## src/rtl/apb_regfile.sv

```systemverilog
// rtl/apb_regfile.sv - APB register file with RW and RO banks, wait states, optional byte strobes (APB_REGFILE_PSTRB_EN)
module apb_regfile #(
   parameter int AWIDTH           = 4,
   parameter int DWIDTH           = 8,
   parameter int REGWN            = 5,
   parameter int REGRN            = 3,
   parameter int REGR_ADDR_OFFSET = 5,
   parameter int WAIT_CYCLES      = 0,
   parameter logic [DWIDTH-1:0] RST_VAL = '0
) (
   input  logic                      PCLK,
   input  logic                      PRESETn,
   input  logic                      PSEL,
   input  logic                      PENABLE,
   input  logic                      PWRITE,
   input  logic [AWIDTH-1:0]         PADDR,
   input  logic [DWIDTH-1:0]         PWDATA,
`ifdef APB_REGFILE_PSTRB_EN
   input  logic [DWIDTH/8-1:0]       PSTRB,
`endif
   output logic [DWIDTH-1:0]         PRDATA,
   output logic                      PREADY,
   output logic                      PSLVERR,
   output logic [REGWN*DWIDTH-1:0]   regw_out,
   output logic [REGWN-1:0]          regw_wstb,
   input  logic [REGRN*DWIDTH-1:0]   regr_in
);

   localparam int NLANES = DWIDTH / 8;
   localparam logic [3:0]  WAIT_N = 4'(WAIT_CYCLES);
   localparam logic [31:0] RW_END = 32'(REGWN);
   localparam logic [31:0] RO_LO  = 32'(REGR_ADDR_OFFSET);
   localparam logic [31:0] RO_HI  = 32'(REGR_ADDR_OFFSET + REGRN);

   typedef enum logic [1:0] {IDLE, SETUP, ACCESS} state_t;

   // state holds the bus phase seen in the previous cycle
   state_t state, next_state;

   logic [3:0]              wait_cnt;
   logic                    in_access;
   logic                    ready;
   logic [31:0]             addr_ext;
   logic                    rw_hit;
   logic                    ro_hit;
   logic                    err;
   logic                    wr_commit;
   logic [NLANES-1:0]       lane_en;
   logic [DWIDTH-1:0]       rd_word;
   logic [REGWN*DWIDTH-1:0] regw_q;

`ifdef APB_REGFILE_PSTRB_EN
   assign lane_en = PSTRB;
`else
   assign lane_en = '1;
`endif

   // An access cycle is only honoured when it follows a setup or an ongoing access
   assign in_access = PSEL && PENABLE && (state != IDLE);
   assign ready     = in_access && (wait_cnt == WAIT_N);

   // Full decode: any non-zero upper PADDR bit lands outside both banks
   assign addr_ext  = 32'(PADDR);
   assign rw_hit    = addr_ext < RW_END;
   assign ro_hit    = (addr_ext >= RO_LO) && (addr_ext < RO_HI);
   assign err       = !(rw_hit || ro_hit) || (PWRITE && ro_hit);
   assign wr_commit = ready && PWRITE && rw_hit && (|lane_en);

   // State register; reset abandons any transfer in flight
   always_ff @(posedge PCLK or negedge PRESETn) begin
      if (!PRESETn) state <= IDLE;
      else          state <= next_state;
   end

   // Next phase: a new setup wins, a stalled access holds, anything else drops to idle
   always_comb begin
      next_state = IDLE;
      if (PSEL && !PENABLE)
         next_state = SETUP;
      else if (in_access && !ready)
         next_state = ACCESS;
   end

   // Wait-state counter: counts access cycles, saturating at the ready point
   always_ff @(posedge PCLK or negedge PRESETn) begin
      if (!PRESETn)
         wait_cnt <= '0;
      else if (!in_access || ready)
         wait_cnt <= '0;
      else if (wait_cnt != WAIT_N)
         wait_cnt <= wait_cnt + 4'd1;
   end

   // Register bank update and one-cycle write strobes
   always_ff @(posedge PCLK or negedge PRESETn) begin
      if (!PRESETn) begin
         regw_q    <= {REGWN{RST_VAL}};
         regw_wstb <= '0;
      end else begin
         regw_wstb <= '0;
         for (int i = 0; i < REGWN; i++) begin
            if (wr_commit && (addr_ext == 32'(i))) begin
               regw_wstb[i] <= 1'b1;
               for (int b = 0; b < NLANES; b++) begin
                  if (lane_en[b])
                     regw_q[i*DWIDTH + b*8 +: 8] <= PWDATA[b*8 +: 8];
               end
            end
         end
      end
   end

   // Read mux across both banks
   always_comb begin
      rd_word = '0;
      for (int i = 0; i < REGWN; i++) begin
         if (addr_ext == 32'(i))
            rd_word = regw_q[i*DWIDTH +: DWIDTH];
      end
      for (int i = 0; i < REGRN; i++) begin
         if (addr_ext == RO_LO + 32'(i))
            rd_word = regr_in[i*DWIDTH +: DWIDTH];
      end
   end

   assign regw_out = regw_q;
   assign PREADY   = ready;
   assign PSLVERR  = ready && err;
   assign PRDATA   = (ready && !PWRITE && !err) ? rd_word : '0;

endmodule
```

## config.mk

```make
export PLATFORM = sky130hd
export DESIGN_NAME = apb_regfile
export DESIGN_NICKNAME = d
export VERILOG_FILES = /design/src/rtl/apb_regfile.sv
export SDC_FILE = /design/constraint.sdc
export NUM_CORES = 1
export LEC_CHECK = 0
export ABC_CLOCK_PERIOD_IN_PS = 2000
export CORE_MARGIN = 3
export CORE_UTILIZATION = 40
export DETAILED_ROUTE_END_ITERATION = 10
export HOLD_SLACK_MARGIN = 0.03
export PLACE_DENSITY_LB_ADDON = 0.3
export SYNTH_ARGS = -nofsm -noshare
export SYNTH_HDL_FRONTEND = slang
export SYNTH_SLANG_ARGS = --single-unit
```

## constraint.sdc

```tcl
create_clock -name PCLK -period 2 [get_ports PCLK]
set_input_delay 0.4 -clock PCLK [delete_from_list [all_inputs] [get_ports PCLK]]
set_output_delay 0.4 -clock PCLK [all_outputs]
set_load 0.05 [all_outputs]
```

==> metrics.cfg, run 1 <==
[outcome]
status = finished, violations left
violations = negative setup slack

[power_and_ir_drop]
clkPwrFrac = 0.265
leakage_nw = 2.03
p_per_area_nw_per_um2 = 515
power.internal_mw = 1.61
p_switching_mw = 0.670
p_sw_frac = 0.294
combPwrFrac = 0.252
vdd_drop_max_uv = 403
p_seq_frac = 0.484

[cells_and_area]
finalNetCount = 383
final_common_cell = clkdlybuf4s50_1
seqCellArea_sq_um = 1280
fillers = 431
multi_input_area_sq_um = 1420
diodes = 0
area_delta_synth_final_pct = 70.8
layout_common_cells = 80 x clkdlybuf4s50_1, 51 x dfrtp_1, 36 x buf_4
drive_above_1_share = 0.421

[critical_path]
r2r_end = regw_out[19]
cp.arrival_ns = 2.21
start_kind = register
r2r_start = wait_cnt[1]
r2r_slack_ns = -0.21
end_kind = primary output
cpLargestDelayFamily = simple AND/OR/NAND/NOR gates
max_stage_delay_ns = 0.39
worst-path-buf-inv = 3
critical_path_class = register to primary output
crit_slowest_cell = dfrtp_1
cp_max_fo = 4
cp_cell_sequence = inv_1 > ha_2 > nor3b_4 > nand2_2 > or3_4 > buf_12 > a2111oi_4 > buf_12
cp.required_ns = 1.60
reg2regPathDepth = 8
timing.critical_path.mode_cell = buf_12

[synth]
ys_ff_latch = 51
yosysWarnings = 0
netlist_instances = 198
syn-num-nets = 241
syn_area_sq_um = 2590
syn_area_per_cell_sq_um = 13.1
ys_seq_area_frac = 0.493
postSynth.asyncResetShare = 1.00
synth_edf_count = 0
synth_cell_types = 37
synthFlopType = dfrtp_1

[clock_tree]
clock_latency_ns = 0.30
h-tree-depth = 2
clk_pin_slew_ns = 0.09
cts.sinks = 51
cts_tree = yes
clock-root-buffer = clkbuf_8
numCtsBuffers = 5
cts_max_path_buffers = 2

[sta]
relSlewSlack = 0.573
finalCriticalPeriod_ns = 2.61
slew_violations = 0
rsz0062_at_grt = yes
setup_viol = 45
hold_violations = 0
fin_hold_ws_ns = 0.198
min_period_over_period = 1.30
tightest_slew_ns = 0.640
fin_ws_ns = -0.610
fin_skew_ns = 0.00296
fmax_mhz = 383

[detailed_routing]
drt_iter0_drc = 101
via_per_inst = 5.26
wire_per_inst_um = 19.0
drc_errors = 0
num_vias = 2181
wl_mm = 7.89
ant_nets = 0
firstDrtPassIters = 4

[placed_design]
pre_cts_slack_ns = -0.618
port_buffers = 95
place.gp.congestion = 0.769
dp_hpwl_mm = 5.72

[grt]
antenna_found_initial = 0
grt_pass1_vias = 2407
grt.overflow.total = 0
grt_use_total = 0.219
grt_pass1_wl_mm = 12.5
grt_max_degree = 52

[floorplan]
num_io_pins = 96
die_w_um = 86.5
core_sq_um = 6100
die-area_sq_um = 7480
start_util = 0.425
die_h_um = 86.5
row_count = 28

[run]
maxCapViolCount = 0

[min_path]
hp-class = input pin to async pin

cell usage after synthesis (2+ instances only):
library cell | number | share of area
ha_1 | 2 | 0.0097
nand4_1 | 2 | 0.0048
a21o_1 | 3 | 0.0087
mux2_4 | 8 | 0.046
nand2_1 | 4 | 0.0058
buf_4 | 2 | 0.0058
mux4_2 | 8 | 0.070
nor2_1 | 15 | 0.022
mux2i_1 | 3 | 0.012
mux2_2 | 37 | 0.16
nand3_1 | 2 | 0.0039
nand2b_1 | 4 | 0.0097
nor2b_1 | 3 | 0.0072
inv_1 | 11 | 0.016
clkbuf_1 | 3 | 0.0043
a2111oi_0 | 4 | 0.014
a211oi_1 | 3 | 0.0087
a221oi_1 | 3 | 0.010
o22ai_1 | 5 | 0.012
dfrtp_1 | 51 | 0.49
buf_2 | 5 | 0.0097
o211ai_1 | 2 | 0.0058
or3_1 | 2 | 0.0048
o2bb2ai_1 | 3 | 0.010
state kept, by name, indices dropped and copies added, names as in the netlist:
signal	count
regw_wstb	5
regw_out	40
state	2
wait_cnt	4
power by group through the flow:
stage / Clock [mW] / Sequential [mW] / Combinational [mW]
CTS: 0.617 / 1.10 / 0.574
finish: 0.603 / 1.10 / 0.574
floorplan: 0 / 1.25 / 0.161
global route: 0.659 / 1.11 / 0.608
global placement: 0 / 1.12 / 0.552
detailed placement: 0 / 1.12 / 0.559
how the worst max path moves through the flow:
| stage | start | end | depth (start not counted) |
|---|---|---|---|
| finish | wait_cnt[1] | PRDATA[1] | 8 |
| global route | wait_cnt[1] | PRDATA[3] | 8 |
| CTS | wait_cnt[1] | PRDATA[3] | 8 |
| detailed placement | PENABLE | PRDATA[3] | 7 |
| global placement | PENABLE | PRDATA[3] | 7 |
| floorplan | wait_cnt[0] | PRDATA[0] | 7 |
worst reg2reg max path: stages (launching register included):
cell     delay, ns
dfrtp_1       0.39
inv_1         0.06
ha_2          0.18
nor3b_4       0.21
buf_4         0.14
nand4_1       0.20
or3b_4        0.46
buf_6         0.16
mux2_4        0.30
routing by layer:
metal / routed length, um / GRT usage
met1: 3510 / 0.293
met2: 3790 / 0.355
met3: 432 / 0.0513
met4: 154 / 0.0694
met5: 0 / 0
stage by stage:
step                setup TNS [ns]  total power, mW  area [sq um]  cells  utilization
global placement            -19.07             1.67          4150    401        0.681
CTS                         -11.90             2.29          4400    416        0.722
floorplan                    -3.44             1.41          2730    198            -
finish                       -9.47             2.28          4420    415        0.726
global route                -14.12             2.37          4420    415        0.726
detailed placement          -19.57             1.68          4150    401        0.681
cells by family after synthesis:
group,after synthesis,share of synthesized area
adders and majority gates,2,0.00966
and+or+nand+nor,38,0.0797
muxes,56,0.288
xor gates and xnor gates,2,0.00676
DFF,51,0.493
buffers and inverters,23,0.0420
AOI/OAI and AO/OA,26,0.0807
final cells by class:
cell class | instances | area share
multi-input combinational | 125 | 0.321
clock inverter | 1 | 0.00113
inverter | 11 | 0.00990
tap | 75 | 0.0212
timing repair buffer | 146 | 0.340
clock buffer | 6 | 0.0187
sequential | 51 | 0.288
what timing repair did:
item,CTS,global route
resized for setup,31,14
cloned,0,1
pin swaps,3,2
buffers inserted,8,3
endpoints found under the setup margin,42,51
hold buffers,0,0
endpoints found under the hold margin,0,0
Power figures use the tool's default switching activity.
==> run 2, diff against run 1 <==
--- a/config.mk
+++ b/config.mk
@@ -5,12 +5,13 @@
 export SDC_FILE = /design/constraint.sdc
 export NUM_CORES = 1
 export LEC_CHECK = 0
-export ABC_CLOCK_PERIOD_IN_PS = 2000
+export ABC_CLOCK_PERIOD_IN_PS = 2350
 export CORE_MARGIN = 3
 export CORE_UTILIZATION = 40
 export DETAILED_ROUTE_END_ITERATION = 10
 export HOLD_SLACK_MARGIN = 0.03
 export PLACE_DENSITY_LB_ADDON = 0.3
+export SETUP_SLACK_MARGIN = 0.15
 export SYNTH_ARGS = -nofsm -noshare
 export SYNTH_HDL_FRONTEND = slang
 export SYNTH_SLANG_ARGS = --single-unit
==> constraint.sdc (replaced) <==
create_clock -name PCLK -period 2.35 [get_ports PCLK]
set_input_delay 0.47 -clock PCLK [delete_from_list [all_inputs] [get_ports PCLK]]
set_output_delay 0.47 -clock PCLK [all_outputs]
set_load 0.05 [all_outputs]
==> run 2 against run 1 <==
Global-route usage rose by 0.15 points. Flip-flop and latch count unchanged. Largest power group unchanged. Largest cell class unchanged. Highest routed layer unchanged. Critical path depth did not move. Core utilization grew 0.47 points. Non-clock buffer count decreased by 5. Clock power shrank 9.1%. The flow still finishes with violations (negative setup slack). Sequential share of layout area down 0.19 points. Clock skew up 0.0059 ns. Wire length grew 0.56%. Critical endpoint is now PRDATA[0]. Count of clock-buffer cells in the layout stayed put.
==> metrics.cfg, run 2 (synthesized netlist as in run 1, its figures left out) <==
[floorplan]
num_io_pins = 96  ; unchanged
start_util = 0.425  ; unchanged
die-area_sq_um = 7480  ; unchanged
die_w_um = 86.5  ; unchanged
core_sq_um = 6100  ; unchanged
row_count = 28  ; unchanged
die_h_um = 86.5  ; unchanged

[sta]
fin_ws_ns = -0.347  ; +0.263 ns
tightest_slew_ns = 0.737  ; +0.0963 ns
tns_ns = -2.48  ; +6.99 ns
relSlewSlack = 0.509  ; -0.0642
fmax_mhz = 371
hold_violations = 0  ; unchanged
setup_viol = 8  ; -82%
fin_skew_ns = 0.00883  ; +0.00587 ns
finalCriticalPeriod_ns = 2.70
rsz0062_at_grt = yes
slew_violations = 0  ; unchanged
min_period_over_period = 1.15
fin_hold_ws_ns = 0.215  ; +0.0169 ns

[cells_and_area]
finalNetCount = 377  ; -1.6%
diodes = 0  ; unchanged
final_common_cell = clkdlybuf4s50_1
fillers = 418  ; -3.0%
layout_common_cells = 80 x clkdlybuf4s50_1, 51 x dfrtp_1, 31 x buf_4
multi_input_area_sq_um = 1420  ; +0.26%
seqCellArea_sq_um = 1280  ; unchanged
final_area_sq_um = 4450  ; +0.65%
largest_reg_flops = 40  ; unchanged
area_delta_synth_final_pct = 71.9
instances_no_fill = 410  ; -1.2%
drive_above_1_share = 0.412  ; -0.00865

[clock_tree]
cts_max_path_buffers = 2  ; unchanged
holdBufCountCts = 0  ; unchanged
cts_tree = yes
numCtsBuffers = 5  ; unchanged
h-tree-depth = 2  ; unchanged
clock-root-buffer = clkbuf_8
clock_latency_ns = 0.31  ; about the same
clk_pin_slew_ns = 0.10  ; about the same
cts.sinks = 51  ; unchanged

[detailed_routing]
via_per_inst = 5.26  ; about the same
ant_nets = 0  ; unchanged
wl_mm = 7.94  ; +0.56%
firstDrtPassIters = 4  ; unchanged
wire_per_inst_um = 19.4  ; +1.8%
drt_iter0_drc = 149  ; +48%
num_vias = 2155  ; -1.2%
drc_errors = 0  ; unchanged

[min_path]
hp-class = input pin to async pin

[placed_design]
port_buffers = 95  ; unchanged
place.gp.congestion = 0.809  ; +5.2%
dp_hpwl_mm = 5.86  ; +2.4%
placed_cells = 397  ; -1.0%
placed_area_sq_um = 4160  ; +0.33%

[grt]
grt_max_degree = 33  ; -37%
grt.overflow.total = 0  ; unchanged
grt_pass1_vias = 2312  ; -3.9%
grt_use_total = 0.221  ; +0.00155
antenna_found_initial = 0  ; unchanged
grt_pass1_wl_mm = 12.6  ; +0.38%

[critical_path]
cp.arrival_ns = 2.23  ; +0.02 ns
max_stage_delay_ns = 0.39  ; about the same
cp_cell_sequence = inv_1 > ha_2 > nor3b_4 > nand2_2 > or3_4 > buf_4 > a2111oi_4 > buf_12
critical_path_class = register to primary output
cp_max_fo = 3  ; -1
crit_slowest_cell = dfrtp_1
start_kind = register
cp.required_ns = 1.88  ; +0.28 ns
end_kind = primary output

[power_and_ir_drop]
p_per_area_nw_per_um2 = 447  ; -13%
power_mw = 1.99  ; -13%
leakage_nw = 2.05  ; +1.2%
vdd_drop_max_uv = 333  ; -17%

[outcome]
status = finished, violations left
violations = negative setup slack

[run]
maxCapViolCount = 0  ; unchanged

[run 2: final cells by class]
cell class | count | share of cell area
Inverter | 11 | 0.00927
Tap cell | 75 | 0.0211
Clock buffer | 6 | 0.0185
Sequential cell | 51 | 0.287
Clock inverter | 2 | 0.00365
Multi-Input combinational cell | 124 | 0.319
Timing Repair Buffer | 141 | 0.341
[run 2: worst paths after layout]
check                        startpoint      endpoint  slack (ns)  depth (start not counted)
setup reg to reg            wait_cnt[0]  regw_out[21]        0.06                          9
setup / recovery            wait_cnt[0]     PRDATA[0]       -0.35                          8
hold / removal                  PRESETn  regw_wstb[3]        0.22                          1
hold reg to reg            regw_out[25]  regw_out[25]        0.54                          1
max in group asynchronous       PRESETn   wait_cnt[2]        1.48                          2
min in group PCLK               PENABLE      state[0]        0.47                          2
[run 2: critical path, delay by kind of cell, from the launching register on]
kind                       cells  cell delay [ns]
and+or+nand+nor                3             0.67
buffers and inverters          3             0.41
DFF                            1             0.39
AOI/OAI and AO/OA              1             0.27
adders and majority gates      1             0.17
[run 2: what timing repair did]
item                                    CTS  global route
pin swaps                                 2             4
endpoints found under the setup margin    9            42
hold endpoints to repair                  0             0
gates resized for setup                  10            27
setup buffers                             2             2
gates cloned                              1             0
[run 2: metal layers]
| metal | global-route usage | part of all wire | vias to the layer above |
|---|---|---|---|
| met1 | 0.305 | 0.43 | 1096 |
| met4 | 0.0467 | 0.0081 | 0 |
| li1 | - | - | 994 |
| met3 | 0.0485 | 0.058 | 6 |
| met2 | 0.360 | 0.51 | 59 |
| met5 | 0 | 0 | - |
[run 2: through the flow]
step,worst slack (ns),utilization
global placement,-0.414,0.683
finish,-0.347,0.731
global route,-0.443,0.731
CTS,-0.325,0.711
floorplan,-0.222,-
detailed placement,-0.419,0.683
[run 2: report_power, final]
| group | switching, mW | internal [mW] | total [mW] | leakage (nW) |
|---|---|---|---|---|
| clock network | 0.307 | 0.241 | 0.548 | 0.0474 |
| logic | 0.264 | 0.237 | 0.502 | 1.30 |
| registers | 0.0284 | 0.910 | 0.939 | 0.704 |
